### config.mk
export PLATFORM = sky130hd
export DESIGN_NAME = hazard_stall_controller
export DESIGN_NICKNAME = d
export VERILOG_FILES = /design/src/rtl/hazard_stall_controller.sv
export SDC_FILE = /design/constraint.sdc
export NUM_CORES = 1
export LEC_CHECK = 0
export ABC_AREA = 1
export CELL_PAD_IN_SITES_DETAIL_PLACEMENT = 0
export CELL_PAD_IN_SITES_GLOBAL_PLACEMENT = 1
export CORE_MARGIN = 3
export CORE_UTILIZATION = 35
export CTS_BUF_LIST = sky130_fd_sc_hd__clkbuf_4 sky130_fd_sc_hd__clkbuf_8
export DETAILED_ROUTE_END_ITERATION = 10
export GPL_TIMING_DRIVEN = 0
export PLACE_DENSITY = 0.84
export SYNTH_ARGS = -nofsm -noshare
export SYNTH_HDL_FRONTEND = slang
export SYNTH_SLANG_ARGS = --single-unit
### constraint.sdc
create_clock -name clk -period 6.6 [get_ports clk]
set_clock_uncertainty 0.1 [all_clocks]
set_input_delay 1.65 -clock clk [delete_from_list [all_inputs] [get_ports clk]]
set_output_delay 1.65 -clock clk [all_outputs]
set_load 0.02 [all_outputs]
### src/rtl/hazard_stall_controller.sv
// Hazard sequencer for the 5-stage core: load-use bubbles, branch flushes and
// front-end freeze while a multi-cycle MDU op occupies EX, with timeout abort.
module hazard_stall_controller #(
    parameter int MDU_TIMEOUT = 64,
    parameter int CNT_W       = 32
) (
    input  logic             clk,
    input  logic             rst_n,
    input  logic [4:0]       IFID_rs1,
    input  logic [4:0]       IFID_rs2,
    input  logic             IFID_use_rs1,
    input  logic             IFID_use_rs2,
    input  logic [4:0]       IDEX_rd,
    input  logic             IDEX_MemRead,
    input  logic             IDEX_is_mdu,
    input  logic             branch_taken,
    input  logic             mdu_done,
    output logic             PC_write,
    output logic             IFID_write,
    output logic             IDEX_write,
    output logic             IDEX_bubble,
    output logic             EXMEM_bubble,
    output logic             IFID_flush,
    output logic             IDEX_flush,
    output logic             mdu_start,
    output logic             mdu_abort,
    output logic             mdu_err,
    output logic [CNT_W-1:0] stall_cycles
);

    localparam int WAIT_W = (MDU_TIMEOUT > 2) ? $clog2(MDU_TIMEOUT) : 1;
    localparam logic [WAIT_W-1:0] WAIT_LAST = WAIT_W'(MDU_TIMEOUT - 1);

    typedef enum logic {RUN, MDU_WAIT} state_t;

    state_t            state, state_nxt;
    logic [WAIT_W-1:0] wait_cnt, wait_nxt;
    logic              start_nxt, abort_nxt, err_set;
    logic              load_use;

    function automatic logic [CNT_W-1:0] sat_inc(input logic [CNT_W-1:0] v);
        return (&v) ? v : v + CNT_W'(1);
    endfunction

    assign load_use = IDEX_MemRead && (IDEX_rd != 5'd0) &&
                      ((IFID_use_rs1 && (IDEX_rd == IFID_rs1)) ||
                       (IFID_use_rs2 && (IDEX_rd == IFID_rs2)));

    always_comb begin
        PC_write     = 1'b1;
        IFID_write   = 1'b1;
        IDEX_write   = 1'b1;
        IDEX_bubble  = 1'b0;
        EXMEM_bubble = 1'b0;
        IFID_flush   = 1'b0;
        IDEX_flush   = 1'b0;
        state_nxt    = state;
        wait_nxt     = wait_cnt;
        start_nxt    = 1'b0;
        abort_nxt    = 1'b0;
        err_set      = 1'b0;
        // Strobes are forced to their idle values for the whole reset interval.
        if (rst_n) begin
            case (state)
                RUN: begin
                    if (branch_taken) begin
                        IFID_flush = 1'b1;
                        IDEX_flush = 1'b1;
                    end else if (load_use) begin
                        PC_write    = 1'b0;
                        IFID_write  = 1'b0;
                        IDEX_bubble = 1'b1;
                    end else if (IDEX_is_mdu) begin
                        PC_write     = 1'b0;
                        IFID_write   = 1'b0;
                        IDEX_write   = 1'b0;
                        EXMEM_bubble = 1'b1;
                        start_nxt    = 1'b1;
                        wait_nxt     = '0;
                        state_nxt    = MDU_WAIT;
                    end
                end
                MDU_WAIT: begin
                    if (!mdu_done) begin
                        PC_write     = 1'b0;
                        IFID_write   = 1'b0;
                        IDEX_write   = 1'b0;
                        EXMEM_bubble = 1'b1;
                        if (wait_cnt == WAIT_LAST) begin
                            abort_nxt = 1'b1;
                            err_set   = 1'b1;
                            state_nxt = RUN;
                        end else begin
                            wait_nxt = wait_cnt + WAIT_W'(1);
                        end
                    end else begin
                        state_nxt = RUN;
                    end
                end
                default: state_nxt = RUN;
            endcase
        end
    end

    always_ff @(posedge clk or negedge rst_n) begin
        if (!rst_n) begin
            state        <= RUN;
            wait_cnt     <= '0;
            mdu_start    <= 1'b0;
            mdu_abort    <= 1'b0;
            mdu_err      <= 1'b0;
            stall_cycles <= '0;
        end else begin
            state     <= state_nxt;
            wait_cnt  <= wait_nxt;
            mdu_start <= start_nxt;
            mdu_abort <= abort_nxt;
            mdu_err   <= mdu_err | err_set;
            if (!PC_write) stall_cycles <= sat_inc(stall_cycles);
        end
    end

endmodule

==> metrics.yaml, run 1 <==
cts.sinks: 42
ctsResizeCount: 0
grt_pass1_wl_um: 14230
crit_family: "buffers and inverters"
hold_depth: 1
syn_avg_cell_area_um2: 6.499
route.vias.total: 3144
setup_viol: 0
post-route-min-period_ps: 5850
critical_path_arrival_ps: 4100
fin_cells: 641
numCtsBuffers: 5
clockBufferDepth: 2
finalCritPeriodShare_pct: 88.64
ys_types: 28
wirelength_um: 8494
slew_headroom_pct: 66.85
port_buffers: 64
crit_top_cell: "nand2_1"
p_leak_nw: 1.870
wl_met2_um: 3966
grt_pass1_vias: 2867
die_width_um: 98.72
synth-seq-area-share_pct: 34.93
cp_max_fo: 10
rows: 33
postCtsSetupBuffers: 0
gp_congestion: 0.9113
grt_max_degree: 27
drt_iter0_drc: 143
netlist_instances: 463
dieHeight_um: 98.72
final_cell_mix: "210 x nand2_1, 66 x nor2_1, 63 x clkdlybuf4s50_1"
core_um2: 8299
syn_to_final_growth_pct: 29.94
hp-class: "register to register"
routed_via_density: 4.905
grtUsageTotal_pct: 17.81
clk_latency_ps: 300
worst-path-stages: 13
critPathLaunchType: "input pin"
highest_layer: "met4"
max_freq_mhz: 170.9
clockRootBuffer: "clkbuf_8"
syn_nets: 488
max-vdd-ir-drop_v: 0.00007640
hold_ws_ps: 381.3
dp_hpwl_um: 6801
nets: 560
endpoint_kind: "output port"
drive_gt1_share_pct: 6.343
crit_chain: "clkdlybuf4s50_1, inv_1, nand2_1, nand2_1, nor2_1, nand3_1, nand2_1, nand2_1, nand2_2, clkbuf_1, nand2_1, buf_4, clkdlybuf4s50_1"
io_pins: 65
slew_viol_final: 0
path_class: "input pin to output port"
htree_levels: 2
met3_wirelength_um: 292
ant_nets: 0
drt_drc_violations_left: 0
power_density_nw_per_um2: 172.5
antenna_cells: 0
finalHoldViolations: 0
slowest_stage: "clkdlybuf4s50_1"
outcome: "finished clean"
final_common_cell: "nand2_1"
drv_cap: 0
antenna_found_initial: 0
worstMarginPinSlew_ps: 497.3
cts_tree: "built"
crit_buf_inv: 5
start_util_pct: 36.26
postCtsHoldBufs: 0
first_pass_iters: 5
dp_cells: 633
clkTransAtPathRegs_ps: 90
dieArea_um2: 9746
ff2ff_path_depth: 10
synth_seq_cells: 42
grt_overflow: 0
yosysWarningCount: 0
max_stage_delay_ps: 530
netlist_area_um2: 3009
required_ps: 4850
rsz0062_at_grt: "no"
met1Wirelength_um: 4112
wire_per_inst_um: 13.25
per-stage QoR:
step / utilization, % / TNS [ps] / worst slack (ps) / power, W / area [um^2]
detailed placement: 45.74 / 0 / 731.3 / 0.0004724 / 3796
global route: 47.11 / 0 / 543.7 / 0.0007182 / 3910
CTS: 47.11 / 0 / 731.2 / 0.0006845 / 3910
global placement: 45.56 / -1597 / -637.1 / 0.0004685 / 3781
floorplan: - / 0 / 1970 / 0.0003944 / 3009
finish: 47.11 / 0 / 749.5 / 0.0006746 / 3910
where the power goes:
part	total (W)	switching [W]	internal (W)
Combinational	0.000170	0.0000992	0.0000705
Clock	0.000210	0.0000928	0.000117
Sequential	0.000295	0.0000219	0.000273
Total	0.000675	0.000214	0.000461
metal layers:
layer,up-vias,GRT usage [%]
met2,62,29.07
li1,1615,-
met3,13,2.972
met4,0,3.887
met1,1454,24.91
met5,-,0
cell type report:
class                           count  area (um^2)
Fill cell                         864         4389
Multi-Input combinational cell    376         1753
Sequential cell                    42         1051
Inverter                           29        108.9
Tap cell                          105        131.4
Clock inverter                      2        37.54
Timing Repair Buffer               65        655.6
Clock buffer                        6        76.32
Buffer                             16        96.34
registers in the layout (all words and copies together), names as in the netlist:
| register | flops |
|---|---|
| mdu_err | 1 |
| stall_cycles | 32 |
| state | 1 |
| wait_cnt | 6 |
| mdu_start | 1 |
| mdu_abort | 1 |
kinds of logic after synthesis:
| family | after synthesis | synth area share (%) |
|---|---|---|
| XOR/XNOR | 17 | 4.948 |
| adder cells (fa/ha/maj) | 2 | 0.8315 |
| buffers and inverters | 45 | 6.819 |
| flip-flops | 42 | 34.93 |
| AND/OR/NAND/NOR | 348 | 50.81 |
| AO/OA/AOI/OAI | 9 | 1.663 |
synth_stat cells:
library cell | count | area [um^2]
nor2_1 | 66 | 247.7
nand3b_1 | 17 | 127.6
a31oi_1 | 1 | 6.260
a31o_2 | 1 | 8.760
nand2_2 | 3 | 18.77
xor2_1 | 13 | 113.9
nand3_2 | 1 | 10.01
nor2_4 | 1 | 11.26
xnor2_1 | 4 | 35.03
nor3_4 | 1 | 16.27
nand4_1 | 32 | 200.2
clkbuf_1 | 1 | 3.750
nand4_4 | 1 | 21.27
nor2b_1 | 1 | 6.260
buf_6 | 3 | 33.78
buf_2 | 5 | 25.02
buf_1 | 5 | 18.77
nor2_2 | 1 | 6.260
dfrtp_1 | 42 | 1051
o21ai_1 | 5 | 25.02
ha_1 | 2 | 25.02
buf_4 | 2 | 15.01
nand3_1 | 10 | 50.05
inv_2 | 1 | 3.750
o21ai_0 | 2 | 10.01
inv_1 | 28 | 105.1
nand2_1 | 210 | 788.3
or2_2 | 4 | 25.02
path summary, 6_finish.rpt:
check,to,slack [ps],startpoint
hold reg to reg,mdu_err$_DFF_PN0_,380,mdu_err$_DFF_PN0_
setup / recovery,PC_write,750,IDEX_rd[4]
setup reg to reg,stall_cycles[27]$_DFFE_PN0P_,4370,stall_cycles[0]$_DFFE_PN0P_
hold / removal,mdu_err$_DFF_PN0_,380,mdu_err$_DFF_PN0_
min in group asynchronous,stall_cycles[3]$_DFFE_PN0P_,1210,rst_n
max in group asynchronous,stall_cycles[23]$_DFFE_PN0P_,4680,rst_n
worst reg2reg max path, delay by kind of cell (launching register included):
| family | cells | cell delay (ps) |
|---|---|---|
| simple gates | 8 | 1110 |
| flops | 1 | 470 |
| fa+ha+maj | 1 | 300 |
| buf+inv | 1 | 170 |
(Power assumes the default switching activity.)
==> run 2: changes to the inputs <==
--- a/config.mk
+++ b/config.mk
@@ -9,11 +9,11 @@
 export CELL_PAD_IN_SITES_DETAIL_PLACEMENT = 0
 export CELL_PAD_IN_SITES_GLOBAL_PLACEMENT = 1
 export CORE_MARGIN = 3
-export CORE_UTILIZATION = 35
+export CORE_UTILIZATION = 39
 export CTS_BUF_LIST = sky130_fd_sc_hd__clkbuf_4 sky130_fd_sc_hd__clkbuf_8
 export DETAILED_ROUTE_END_ITERATION = 10
 export GPL_TIMING_DRIVEN = 0
-export PLACE_DENSITY = 0.84
+export PLACE_DENSITY = 0.95
 export SYNTH_ARGS = -nofsm -noshare
 export SYNTH_HDL_FRONTEND = slang
 export SYNTH_SLANG_ARGS = --single-unit
==> run 2 against run 1 <==
Compared with the run above:
- maximum frequency fell by 0.65%
- non-clock buffer count stayed put
- sequential share of layout area rose by 0.060 points
- cell count decreased by 1.1%
- hold slack better by 4.5 ps
- global-route usage is 2.3 points higher
- via count shrank 0.70%
- critical path type unchanged
- critical endpoint unchanged
- largest cell class unchanged
- largest power group unchanged
==> metrics.yaml, run 2 (synthesis results as in run 1) <==
ctsResizeCount: 0  # unchanged
cp_max_fo: 10  # unchanged
power_density_nw_per_um2: 173.6  # +0.63%
grt_overflow: 0  # unchanged
clkTransAtPathRegs_ps: 80  # about the same
place_area_um2: 3789  # -0.20%
dp_cells: 627  # -0.95%
r2r_slack_ps: 4320  # -50 ps
rsz0062_at_grt: "no"
drive_gt1_share_pct: 6.168  # -0.18 points
hold_ws_ps: 385.8  # +4.461 ps
dieArea_um2: 8806  # -9.6%
slew_viol_final: 0  # unchanged
hold_depth: 1  # unchanged
nets: 560  # unchanged
syn_to_final_growth_pct: 29.65
core_um2: 7370  # -11%
cts.sinks: 42  # unchanged
gp_congestion: 0.9323  # +2.3%
postCtsSetupBuffers: 0  # unchanged
route.vias.total: 3122  # -0.70%
grt_pass1_vias: 2938  # +2.5%
drt_drc_violations_left: 0  # unchanged
finalCritPeriodShare_pct: 89.22  # +0.58 points
dieHeight_um: 93.84  # -4.9%
die_width_um: 93.84  # -4.9%
utilization_pct: 52.94  # +5.8 points
port_buffers: 64  # unchanged
setup_viol: 0  # unchanged
postCtsHoldBufs: 0  # unchanged
routed_via_density: 4.924  # +0.40%
endpoint_kind: "output port"
clk_latency_ps: 290  # about the same
path_class: "input pin to output port"
max-vdd-ir-drop_v: 0.00008763  # +15%
largestRegisters: "stall_cycles (32), wait_cnt (6)"
dp_hpwl_um: 6694  # -1.6%
hp-class: "register to register"
clockRootBuffer: "clkbuf_8"
grt_max_degree: 28  # +3.7%
post-route-min-period_ps: 5889  # +38.10 ps
rows: 31  # -6.1%
total_power_w: 0.0006773  # +0.40%
ff2ff_path_depth: 10  # unchanged
max_freq_mhz: 169.8  # -0.65%
worstMarginPinSlew_ps: 467.2  # -30.03 ps
wirelength_um: 8376  # -1.4%
grtUsageTotal_pct: 20.12  # +2.3 points
htree_levels: 2  # unchanged
top_register: "stall_cycles"
stdcell_area_um2: 3901  # -0.22%
clockBufferDepth: 2  # unchanged
critPathLaunchType: "input pin"
cts_tree: "built"
final_common_cell: "nand2_1"
numCtsBuffers: 5  # unchanged
antenna_cells: 0  # unchanged
start_util_pct: 40.83  # +4.6 points
first_pass_iters: 5  # unchanged
drt_iter0_drc: 155  # +8.4%
fin_cells: 634  # -1.1%
outcome: "finished clean"
critical_path_arrival_ps: 4140  # +40 ps
drv_cap: 0  # unchanged
p_leak_nw: 1.872  # +0.13%
slew_headroom_pct: 68.85  # +2.0 points
io_pins: 65  # unchanged
ant_nets: 0  # unchanged
finalHoldViolations: 0  # unchanged
largest_register_ffs: 32  # unchanged
final_cell_mix: "210 x nand2_1, 66 x nor2_1, 63 x clkdlybuf4s50_1"
antenna_found_initial: 0  # unchanged
required_ps: 4850  # about the same
wire_per_inst_um: 13.21  # -0.30%
grt_pass1_wl_um: 14200  # -0.19%
run 2: cell count changes in the layout (fill, tap and decap cells not counted):
cell / delta
clkbuf_4: -1
clkinvlp_4: -1
clkbuf_8: +1
run 2: worst max-delay path, cell delays in order:
cell and delay [ps]:
clkdlybuf4s50_1 540, inv_1 70, nand2_1 60, nand2_1 50, nor2_1 170, nand3_1 90
nand2_1 90, nand2_1 80, nand2_2 160, clkbuf_1 380, nand2_1 130, buf_4 150
clkdlybuf4s50_1 520
run 2: where the power goes:
part / internal, W / total, W / switching (W) / leakage, nW
Sequential: 0.000273 / 0.000295 / 0.0000219 / 0.580
Combinational: 0.0000709 / 0.000170 / 0.0000991 / 1.24
Clock: 0.000121 / 0.000212 / 0.0000910 / 0.0573
Total: 0.000465 / 0.000677 / 0.000212 / 1.87
run 2: cell type report:
| class | instances | area (um^2) |
|---|---|---|
| Sequential cell | 42 | 1051 |
| Tap cell | 99 | 123.9 |
| Multi-Input combinational cell | 376 | 1753 |
| Buffer | 16 | 96.34 |
| Fill cell | 757 | 3468 |
| Timing Repair Buffer | 65 | 655.6 |
| Clock buffer | 6 | 82.58 |
| Inverter | 29 | 108.9 |
| Clock inverter | 1 | 30.03 |
run 2: metal layers:
layer,up-vias,GRT usage [%],wire (um),part of all wire [%]
met5,-,0,0,0
met4,0,4.573,81,0.97
met3,8,2.724,422,5.0
met2,86,32.05,3912,47
met1,1411,28.91,3959,47
li1,1617,-,-,-
run 2: worst paths after layout:
| path | endpoint | start |
|---|---|---|
| max | PC_write | IDEX_rd[4] |
| min | mdu_err$_DFF_PN0_ | mdu_err$_DFF_PN0_ |
| max reg2reg | stall_cycles[21]$_DFFE_PN0P_ | stall_cycles[0]$_DFFE_PN0P_ |
| min reg2reg | mdu_err$_DFF_PN0_ | mdu_err$_DFF_PN0_ |
| max in group asynchronous | stall_cycles[29]$_DFFE_PN0P_ | rst_n |
| min in group asynchronous | stall_cycles[3]$_DFFE_PN0P_ | rst_n |
run 2: stage by stage:
| step | TNS [ps] | setup WS, ps |
|---|---|---|
| 4_1_cts | 0 | 711.6 |
| 6_report | 0 | 711.4 |
| 5_1_grt | 0 | 482.0 |
| 3_3_place_gp | -1114 | -517.7 |
| 3_5_place_dp | 0 | 711.3 |
| 2_1_floorplan | 0 | 1970 |
